**config.mk**
```make
export PLATFORM = sky130hd
export DESIGN_NAME = elevator_call_scheduler_flat
export DESIGN_NICKNAME = d
export VERILOG_FILES = /design/src/rtl/elevator_call_scheduler_if.sv /design/src/rtl/elevator_call_scheduler.sv /design/src/flat_wrapper.sv
export SDC_FILE = /design/constraint.sdc
export NUM_CORES = 1
export LEC_CHECK = 0
export ABC_AREA = 0
export BUFFER_PORTS_ARGS = -buffer_cell sky130_fd_sc_hd__buf_2
export CAP_MARGIN = 20
export CORE_ASPECT_RATIO = 0.6
export CORE_MARGIN = 2
export CORE_UTILIZATION = 50
export CTS_CLUSTER_SIZE = 30
export DETAILED_ROUTE_END_ITERATION = 12
export PLACE_DENSITY = 0.75
export SETUP_SLACK_MARGIN = 0.15
export SLEW_MARGIN = 20
export SYNTH_ARGS = -nofsm -noshare
export SYNTH_HDL_FRONTEND = slang
export SYNTH_SLANG_ARGS = --single-unit
```
**constraint.sdc**
```tcl
create_clock -name clock -period 3.62 [get_ports clock]
set_input_delay 0.362 -clock clock [delete_from_list [all_inputs] [get_ports clock]]
set_output_delay 0.362 -clock clock [all_outputs]
set_load 0.02 [all_outputs]
```
**src/rtl/elevator_call_scheduler_if.sv**
```systemverilog
// Signal bundle between an elevator cabin and its call scheduler.
// The scheduler side uses the slave modport; the cabin/hall side uses master.
interface elevator_call_scheduler_if #(
    parameter int FLOOR_COUNT = 10,
    parameter int FLOOR_W     = 4
);
    logic [FLOOR_W-1:0]     floor;
    logic                   at_floor;
    logic [FLOOR_COUNT-1:0] hall_up_req;
    logic [FLOOR_COUNT-1:0] hall_down_req;
    logic [FLOOR_COUNT-1:0] cabin_req;
    logic                   door_hold;
    logic                   motor_up;
    logic                   motor_down;
    logic                   door_open;
    logic                   direction;
    logic [FLOOR_COUNT-1:0] up_pending;
    logic [FLOOR_COUNT-1:0] down_pending;
    logic [FLOOR_COUNT-1:0] cabin_pending;
    logic                   fault;

    modport master (
        output floor, at_floor, hall_up_req, hall_down_req, cabin_req, door_hold,
        input  motor_up, motor_down, door_open, direction,
               up_pending, down_pending, cabin_pending, fault
    );

    modport slave (
        input  floor, at_floor, hall_up_req, hall_down_req, cabin_req, door_hold,
        output motor_up, motor_down, door_open, direction,
               up_pending, down_pending, cabin_pending, fault
    );
endinterface

```
**src/rtl/elevator_call_scheduler.sv**
```systemverilog
// Collective-control scheduler for a single elevator cabin: latches hall and
// cabin calls, picks the travel direction and issues registered motor/door
// commands based on the floor position sensor.
module elevator_call_scheduler #(
    parameter int FLOOR_COUNT = 10,
    parameter int FLOOR_W     = 4,
    parameter int DOOR_CYCLES = 8
) (
    input logic                      clock,
    input logic                      reset,
    elevator_call_scheduler_if.slave bus
);
    typedef enum logic [1:0] {IDLE, MOVE_UP, MOVE_DOWN, DOOR} state_t;

    localparam logic [7:0]             DOOR_RELOAD = 8'(DOOR_CYCLES - 1);
    localparam logic [FLOOR_COUNT-1:0] UP_MASK     = {1'b0, {(FLOOR_COUNT-1){1'b1}}};
    localparam logic [FLOOR_COUNT-1:0] DOWN_MASK   = {{(FLOOR_COUNT-1){1'b1}}, 1'b0};

    state_t                 state, state_next;
    logic [7:0]             timer, timer_next;
    logic                   direction_next, fault_next;
    logic                   at_floor_q, arrive, floor_ok;
    logic [FLOOR_COUNT-1:0] floor_oh, any_vec, up_req, down_req;
    logic [FLOOR_COUNT-1:0] clr_up, clr_down, clr_cabin;
    logic [FLOOR_COUNT-1:0] blk_up, blk_down, blk_cabin;
    logic                   above, below, here_up, here_down, here_cabin, here_any;
    logic                   at_top, at_bottom, door_req;

    // Floor decode and call summaries relative to the reported floor
    always_comb begin
        floor_ok = 32'(bus.floor) < 32'(FLOOR_COUNT);
        any_vec  = bus.up_pending | bus.down_pending | bus.cabin_pending;
        floor_oh = '0;
        above    = 1'b0;
        below    = 1'b0;
        for (int unsigned i = 0; i < 32'(FLOOR_COUNT); i++) begin
            floor_oh[i] = (32'(bus.floor) == i);
            if (i > 32'(bus.floor)) above = above | any_vec[i];
            if (i < 32'(bus.floor)) below = below | any_vec[i];
        end
        here_up    = |(bus.up_pending & floor_oh);
        here_down  = |(bus.down_pending & floor_oh);
        here_cabin = |(bus.cabin_pending & floor_oh);
        here_any   = here_up | here_down | here_cabin;
        at_top     = 32'(bus.floor) == 32'(FLOOR_COUNT - 1);
        at_bottom  = bus.floor == FLOOR_W'(0);
        arrive     = bus.at_floor & ~at_floor_q;
        up_req     = bus.hall_up_req & UP_MASK;
        down_req   = bus.hall_down_req & DOWN_MASK;
        // A call at the open-door floor in the served direction is absorbed
        door_req   = (|(bus.cabin_req & floor_oh)) |
                     (bus.direction ? |(up_req & floor_oh) : |(down_req & floor_oh));
    end

    // Next-state, service clears and door timer
    always_comb begin
        state_next     = state;
        timer_next     = timer;
        direction_next = bus.direction;
        fault_next     = bus.fault | ~floor_ok;
        clr_up         = '0;
        clr_down       = '0;
        clr_cabin      = '0;
        blk_up         = '0;
        blk_down       = '0;
        blk_cabin      = '0;
        if (fault_next) begin
            state_next = IDLE;
        end else begin
            case (state)
                IDLE: begin
                    if (here_any && bus.at_floor) begin
                        state_next = DOOR;
                        timer_next = DOOR_RELOAD;
                        clr_up     = floor_oh;
                        clr_down   = floor_oh;
                        clr_cabin  = floor_oh;
                    end else if (above && below) begin
                        state_next = bus.direction ? MOVE_UP : MOVE_DOWN;
                    end else if (above) begin
                        direction_next = 1'b1;
                        state_next     = MOVE_UP;
                    end else if (below) begin
                        direction_next = 1'b0;
                        state_next     = MOVE_DOWN;
                    end
                end
                MOVE_UP: begin
                    if (arrive && (here_cabin || here_up || (here_down && !above) || at_top)) begin
                        state_next = DOOR;
                        timer_next = DOOR_RELOAD;
                        clr_cabin  = floor_oh;
                        clr_up     = floor_oh;
                        if (!above) clr_down = floor_oh;
                    end
                end
                MOVE_DOWN: begin
                    if (arrive && (here_cabin || here_down || (here_up && !below) || at_bottom)) begin
                        state_next = DOOR;
                        timer_next = DOOR_RELOAD;
                        clr_cabin  = floor_oh;
                        clr_down   = floor_oh;
                        if (!below) clr_up = floor_oh;
                    end
                end
                DOOR: begin
                    blk_cabin = floor_oh;
                    if (bus.direction) blk_up = floor_oh;
                    else               blk_down = floor_oh;
                    if (bus.door_hold || door_req) timer_next = DOOR_RELOAD;
                    else if (timer == '0)          state_next = IDLE;
                    else                           timer_next = timer - 8'd1;
                end
                default: state_next = IDLE;
            endcase
        end
    end

    // State, registered commands and latched calls
    always_ff @(posedge clock or posedge reset) begin
        if (reset) begin
            state             <= IDLE;
            timer             <= '0;
            at_floor_q        <= 1'b0;
            bus.motor_up      <= 1'b0;
            bus.motor_down    <= 1'b0;
            bus.door_open     <= 1'b0;
            bus.direction     <= 1'b0;
            bus.fault         <= 1'b0;
            bus.up_pending    <= '0;
            bus.down_pending  <= '0;
            bus.cabin_pending <= '0;
        end else begin
            state             <= state_next;
            timer             <= timer_next;
            at_floor_q        <= bus.at_floor;
            bus.motor_up      <= (state_next == MOVE_UP);
            bus.motor_down    <= (state_next == MOVE_DOWN);
            bus.door_open     <= (state_next == DOOR);
            bus.direction     <= direction_next;
            bus.fault         <= fault_next;
            bus.up_pending    <= (bus.up_pending | (up_req & ~blk_up)) & ~clr_up;
            bus.down_pending  <= (bus.down_pending | (down_req & ~blk_down)) & ~clr_down;
            bus.cabin_pending <= (bus.cabin_pending | (bus.cabin_req & ~blk_cabin)) & ~clr_cabin;
        end
    end
endmodule

```
**src/flat_wrapper.sv**
```systemverilog
// flat-port wrapper written by rule: the top's interface ports become plain ports
module elevator_call_scheduler_flat 
#(
    parameter int FLOOR_COUNT = 10,
    parameter int FLOOR_W     = 4,
    parameter int DOOR_CYCLES = 8
)
  (clock, reset, bus_floor, bus_at_floor, bus_hall_up_req, bus_hall_down_req, bus_cabin_req, bus_door_hold, bus_motor_up, bus_motor_down, bus_door_open, bus_direction, bus_up_pending, bus_down_pending, bus_cabin_pending, bus_fault);
  elevator_call_scheduler_if #(.FLOOR_COUNT(FLOOR_COUNT), .FLOOR_W(FLOOR_W)) bus_i ();
  input logic clock;
  input logic reset;
  input wire logic [$bits(bus_i.floor)-1:0] bus_floor;
  input wire logic [$bits(bus_i.at_floor)-1:0] bus_at_floor;
  input wire logic [$bits(bus_i.hall_up_req)-1:0] bus_hall_up_req;
  input wire logic [$bits(bus_i.hall_down_req)-1:0] bus_hall_down_req;
  input wire logic [$bits(bus_i.cabin_req)-1:0] bus_cabin_req;
  input wire logic [$bits(bus_i.door_hold)-1:0] bus_door_hold;
  output wire logic [$bits(bus_i.motor_up)-1:0] bus_motor_up;
  output wire logic [$bits(bus_i.motor_down)-1:0] bus_motor_down;
  output wire logic [$bits(bus_i.door_open)-1:0] bus_door_open;
  output wire logic [$bits(bus_i.direction)-1:0] bus_direction;
  output wire logic [$bits(bus_i.up_pending)-1:0] bus_up_pending;
  output wire logic [$bits(bus_i.down_pending)-1:0] bus_down_pending;
  output wire logic [$bits(bus_i.cabin_pending)-1:0] bus_cabin_pending;
  output wire logic [$bits(bus_i.fault)-1:0] bus_fault;
  assign bus_i.floor = bus_floor;
  assign bus_i.at_floor = bus_at_floor;
  assign bus_i.hall_up_req = bus_hall_up_req;
  assign bus_i.hall_down_req = bus_hall_down_req;
  assign bus_i.cabin_req = bus_cabin_req;
  assign bus_i.door_hold = bus_door_hold;
  assign bus_motor_up = bus_i.motor_up;
  assign bus_motor_down = bus_i.motor_down;
  assign bus_door_open = bus_i.door_open;
  assign bus_direction = bus_i.direction;
  assign bus_up_pending = bus_i.up_pending;
  assign bus_down_pending = bus_i.down_pending;
  assign bus_cabin_pending = bus_i.cabin_pending;
  assign bus_fault = bus_i.fault;
  elevator_call_scheduler #(.FLOOR_COUNT(FLOOR_COUNT), .FLOOR_W(FLOOR_W), .DOOR_CYCLES(DOOR_CYCLES)) u_core (.clock(clock), .reset(reset), .bus(bus_i));
endmodule
```
* After elaboration in Yosys (flattened, before gate mapping) *
Index checks and enable logic that the tools add are counted.

operators by class
  reduce and logical (&&, ||, !) cells = 27
  multiplexer cells = 60
  add/sub/neg operators = 1
  equality and inequality tests = 19
  bitwise logic cells = 50
  magnitude comparators = 20

operators with widths
  cell                                                                 count
  10-bit two-way mux                                                   18
  10-bit bitwise AND                                                   10
  10-bit one-hot mux with 3 select lines                               3
  10-bit inverter                                                      6
  10-bit OR reduction                                                  6
  10-bit bitwise OR                                                    5
  8-bit two-way mux                                                    5
  8-bit one-hot mux with 4 select lines                                1
  1-bit two-way mux                                                    22
  1-bit bitwise OR                                                     21
  9-bit by 10-bit bitwise AND with 10-bit output                       2
  2-bit two-way mux                                                    10
  4-bit by 3-bit == test with 1-bit output, second input constant      4
  3-bit by 4-bit > comparator with 1-bit output, first input constant  4
  3-bit by 4-bit < comparator with 1-bit output, first input constant  4
  5-bit AND reduction                                                  2
  2-bit == test, second input constant                                 4
  4-bit by 2-bit == test with 1-bit output, second input constant      2
  4-bit == test, second input constant                                 2
  2-bit by 4-bit > comparator with 1-bit output, first input constant  2
  4-bit > comparator, first input constant                             2
  8-bit logical NOT                                                    1
  1-bit by 4-bit < comparator with 1-bit output, first input constant  2
  2-bit by 4-bit < comparator with 1-bit output, first input constant  2
  17 further kinds                                                     37

storage, ports and cells
  output and inout port bits = 35
  input port bits = 38
  logic and storage cells = 188
  register bits = 46

* Longest topological paths before layout *
  word-level depth = 31
  depth in mapped cells = 12
  gate-level depth less buffers = 8

* Least setup slack after synthesis *
Ideal clock, no wire load.

  path kind = input to register
  from = input port bus_floor[3]
  to = register u_core.timer[1]
  arrival = 2.488 ns
  path buffers = 3
  library setup time = 0.125 ns
  stages on the path = 11
  slack = 1.007 ns
  data required time = 3.495 ns
  cells stage by stage = buf_6 or2_1 buf_2 nor3_1 a221oi_2 a2bb2oi_1 nor3_2 a21oi_4 and4_4 buf_6 mux2_4

between the ends
  cells in the longest elaborated chain, start to end = 27
  elaborated cells on any way between the ends = 106
  those cells by class = order compare: 20; eq/ne: 13; mux: 22; bitwise: 29; reduce/logical: 22

RTL lines
  element                                             line                            source
  start: declaration                                  flat_wrapper.sv:12              input wire logic [$bits(bus_i.floor)-1:0] bus_floor;
  1-bit by 4-bit < comparator with 1-bit output       elevator_call_scheduler.sv:39   if (i < 32'(bus.floor)) below = below | any_vec[i];
  1-bit two-way mux                                   elevator_call_scheduler.sv:39
  1-bit bitwise OR                                    elevator_call_scheduler.sv:39
  1-bit two-way mux                                   elevator_call_scheduler.sv:39
  1-bit bitwise OR                                    elevator_call_scheduler.sv:39
  1-bit two-way mux                                   elevator_call_scheduler.sv:39
  1-bit bitwise OR                                    elevator_call_scheduler.sv:39
  1-bit two-way mux                                   elevator_call_scheduler.sv:39
  (+10 left out)                                      n/a
  1-bit bitwise OR                                    elevator_call_scheduler.sv:39
  1-bit two-way mux                                   elevator_call_scheduler.sv:39
  1-bit logical NOT                                   elevator_call_scheduler.sv:98   if (arrive && (here_cabin || here_down || (here_up && !below) || at_bottom)) begin
  1-bit logical AND                                   elevator_call_scheduler.sv:98
  1-bit logical OR (2 in a row)                       elevator_call_scheduler.sv:98
  1-bit logical AND                                   elevator_call_scheduler.sv:98
  2-bit by 1-bit != test with 1-bit output (no line)  n/a
  5-bit AND reduction (no line)                       n/a
  end signal: assignment                              elevator_call_scheduler.sv:135  timer <= timer_next;
  end: declaration                                    elevator_call_scheduler.sv:20   logic [7:0] timer, timer_next;

Several ways; a longest one is shown, not always the timed one.
A chain may end at the register's enable or synchronous reset.

* Worst setup path after layout *
  from = input port bus_floor[0]
  to = register u_core.timer[1]

Same word-level chain as after synthesis.

==> run summary <==
Switching Share: 0.299
PortBufs: 70
die footprint: 7050 µm²
GRT Overall Usage: 0.300
status: complete, no violations
number of synthesized flops with an enable pin: 0
NetSw: 0.316 mW
WHS: 179 ps
final core occ: 0.597
vias in the first global route: 2971
WP data required: 3800 ps
Layout area overhead: 15.0%
IO Pins: 73
RSZ-0062 raised after global routing: false
headroom to the max-slew limit: 0.390
WL/cell: 19.6 µm
Vias: 3330
post_cts resized: 0
Detailed Route WL: 10200 µm
Clk pwr share: 0.281
DP HPWL: 7700 µm
Critical Path Fanout Max: 18
fin nets: 478
Inserted Diodes: 0
CTS root buffer: clkbuf_8
worst-path cell chain: buf_2, buf_4, nor2_1, a22oi_1, o2111ai_2, nor3_4, nand2_2, a211o_1, and4_4, mux2_4
max-slew violation count: 0
cts hold-fix bufs: 0
Lkg Pwr: 1.38 nW
Worst setup SP type: input pin
clock sink count: 46
HP Class: input pin to asynchronous set/reset pin
post-route cell area: 3660 µm²
CP max stage delay: 390 ps
VDD IR-drop max: 0.000144 V
YS warnings: 0
fillers: 544
minimum clock period after layout: 2910 ps
Pre-antenna DRT Iters: 4
CTS buffer count: 5
Final Power: 1.06 mW
Post-synth ARST share: 1.00
largest net degree at the start of global routing: 47
register bit total from synthesis: 46
Synth area leaders: dfrtp_1 (36%), a21oi_1 (10%), nand2_1 (5.5%), a31oi_1 (3.3%), buf_6 (3.2%)
Cell variety after synth: 66
Syn Inst Count: 368
sequential power share: 0.510
Die W: 107 µm
CTS tree: done
Starting Density: 0.519
ys flop type: dfrtp_1
register area: 1150 µm²
drt via density: 6.38
Cell Area, Placed: 3580 µm²
CP Class: input pin to flip-flop
clk_lat worst skew: 300 ps
Worst Tran Pin Value: 912 ps
CP Capture Type: flip-flop
register area share after synthesis: 0.361
DRC viols: 0
H-tree levels: 2
starting DRC count in detailed routing: 332
Clock Pin Slew Worst Setup and Hold Paths: 80 ps
Overflow after GRT: 0
core outline area: 6140 µm²
Pint: 0.741 mW
post-synth top area share: 0.361
Final TNS setup: 0 ps
area leader, netlist: dfrtp_1
max-cap violations: 0
final-report hold violation count: 0
Die Y: 65.9 µm
DRT antenna net count: 0
Peak Freq: 344 MHz
combinational share of power: 0.209
Syn Nets: 408
first-pass GRT wire length: 15800 µm
Final period util: 0.804
Avg Cell Area, Syn: 8.66 µm²
area of the multi-input gates: 1840 µm²
skew final: 9.22 ps
Row Count: 22
Max Root-Sink Buffers: 2
# setup viols final: 0
power per cell area: 289 nW/µm²
Crit-path slowest cell: a22oi_1
final RePlAce weighted congestion: 1.01
Arr. time, crit path: 3090 ps
share of cells above drive strength 1: 0.265
synthesized area: 3190 µm²
antenna violations before repair: 0
post-CTS setup buffers: 0
==> layer usage <==
metal / share of wire / track usage
met5: 0.0040 / 0.0556
met1: 0.45 / 0.460
met2: 0.37 / 0.385
met4: 0.013 / 0.0584
met3: 0.16 / 0.117
==> path summary, 6_finish.rpt <==
path | slack [ps] | depth (start not counted) | from | to
worst max-delay path | 710 | 10 | bus_floor[0] | u_core.timer[1]
worst min-delay path | 180 | 2 | reset | u_core.bus.up_pending[8]
worst max register to register | 770 | 8 | u_core.bus.cabin_pending[6] | u_core.bus.down_pending[0]
worst min register to register | 500 | 1 | u_core.timer[7] | u_core.timer[7]
max in group asynchronous | 2970 | 2 | reset | u_core.timer[1]
min in group clock | 240 | 1 | bus_at_floor | u_core.at_floor_q
==> synthesized netlist by cell type, types with 6 or more instances <==
master,n
a22oi_1,7
a32oi_1,7
buf_6,9
nand2_1,47
inv_1,10
mux2i_1,6
nor2_1,19
a31oi_1,17
dfrtp_1,46
a21oi_1,65
o21ai_0,15
nor3_1,16
==> power by group through the flow <==
stage / Clock, mW / Combinational (mW) / Sequential, mW
2_1_floorplan: 0 / 0.155 / 0.546
3_3_place_gp: 0 / 0.210 / 0.549
3_5_place_dp: 0 / 0.216 / 0.549
4_1_cts: 0.309 / 0.216 / 0.539
5_1_grt: 0.333 / 0.242 / 0.542
6_report: 0.297 / 0.221 / 0.539
==> kinds of logic after synthesis <==
family / synth area share
muxes: 0.0459
AOI/OAI and AO/OA: 0.296
buffers and inverters: 0.0620
and+or+nand+nor: 0.227
DFF: 0.361
adders and majority gates: 0.00785
==> cell usage in the layout (no fill, tap or decap), types with 5 or more instances in the layout <==
master | synthesis | routed
nor3_1 | 16 | 16
a21oi_1 | 65 | 65
nor2_1 | 19 | 19
nand2b_1 | 5 | 5
mux2i_1 | 6 | 6
a31oi_1 | 17 | 17
buf_2 | 5 | 70
o21ai_0 | 15 | 15
inv_1 | 10 | 9
dfrtp_1 | 46 | 46
a22oi_1 | 7 | 7
clkbuf_8 | 0 | 5
o211ai_1 | 5 | 5
nand2_1 | 47 | 47
nor3b_1 | 5 | 5
a32oi_1 | 7 | 7
buf_4 | 2 | 13
==> worst max-delay path, delay by kind of cell <==
family / cells / cell delay, ps
muxes: 1 / 300
AOI/OAI and AO/OA: 3 / 960
and+or+nand+nor: 4 / 820
buffers and inverters: 2 / 630
==> sequential cells by signal, summed over array words and instances (netlist names) <==
signal                    count
u_core.bus.fault              1
u_core.bus.door_open          1
u_core.bus.direction          1
u_core.bus.cabin_pending     10
u_core.at_floor_q             1
u_core.bus.down_pending      10
u_core.bus.motor_up           1
u_core.bus.motor_down         1
u_core.bus.up_pending        10
u_core.timer                  8
u_core.state                  2
==> area by class of cell <==
cell class                 instances  area share
clock buffer                       5      0.0188
tap                               84      0.0287
inverter                          11      0.0116
sequential                        46       0.314
clock inverter                     2     0.00273
multi-input combinational        291       0.502
timing repair buffer              83       0.122
==> metrics by stage <==
step / worst slack [ps] / cells
6_report: 710 / 522
3_3_place_gp: 568 / 515
2_1_floorplan: 1010 / 368
4_1_cts: 827 / 522
3_5_place_dp: 511 / 515
5_1_grt: 520 / 522
Power figures use the tool's default switching activity.
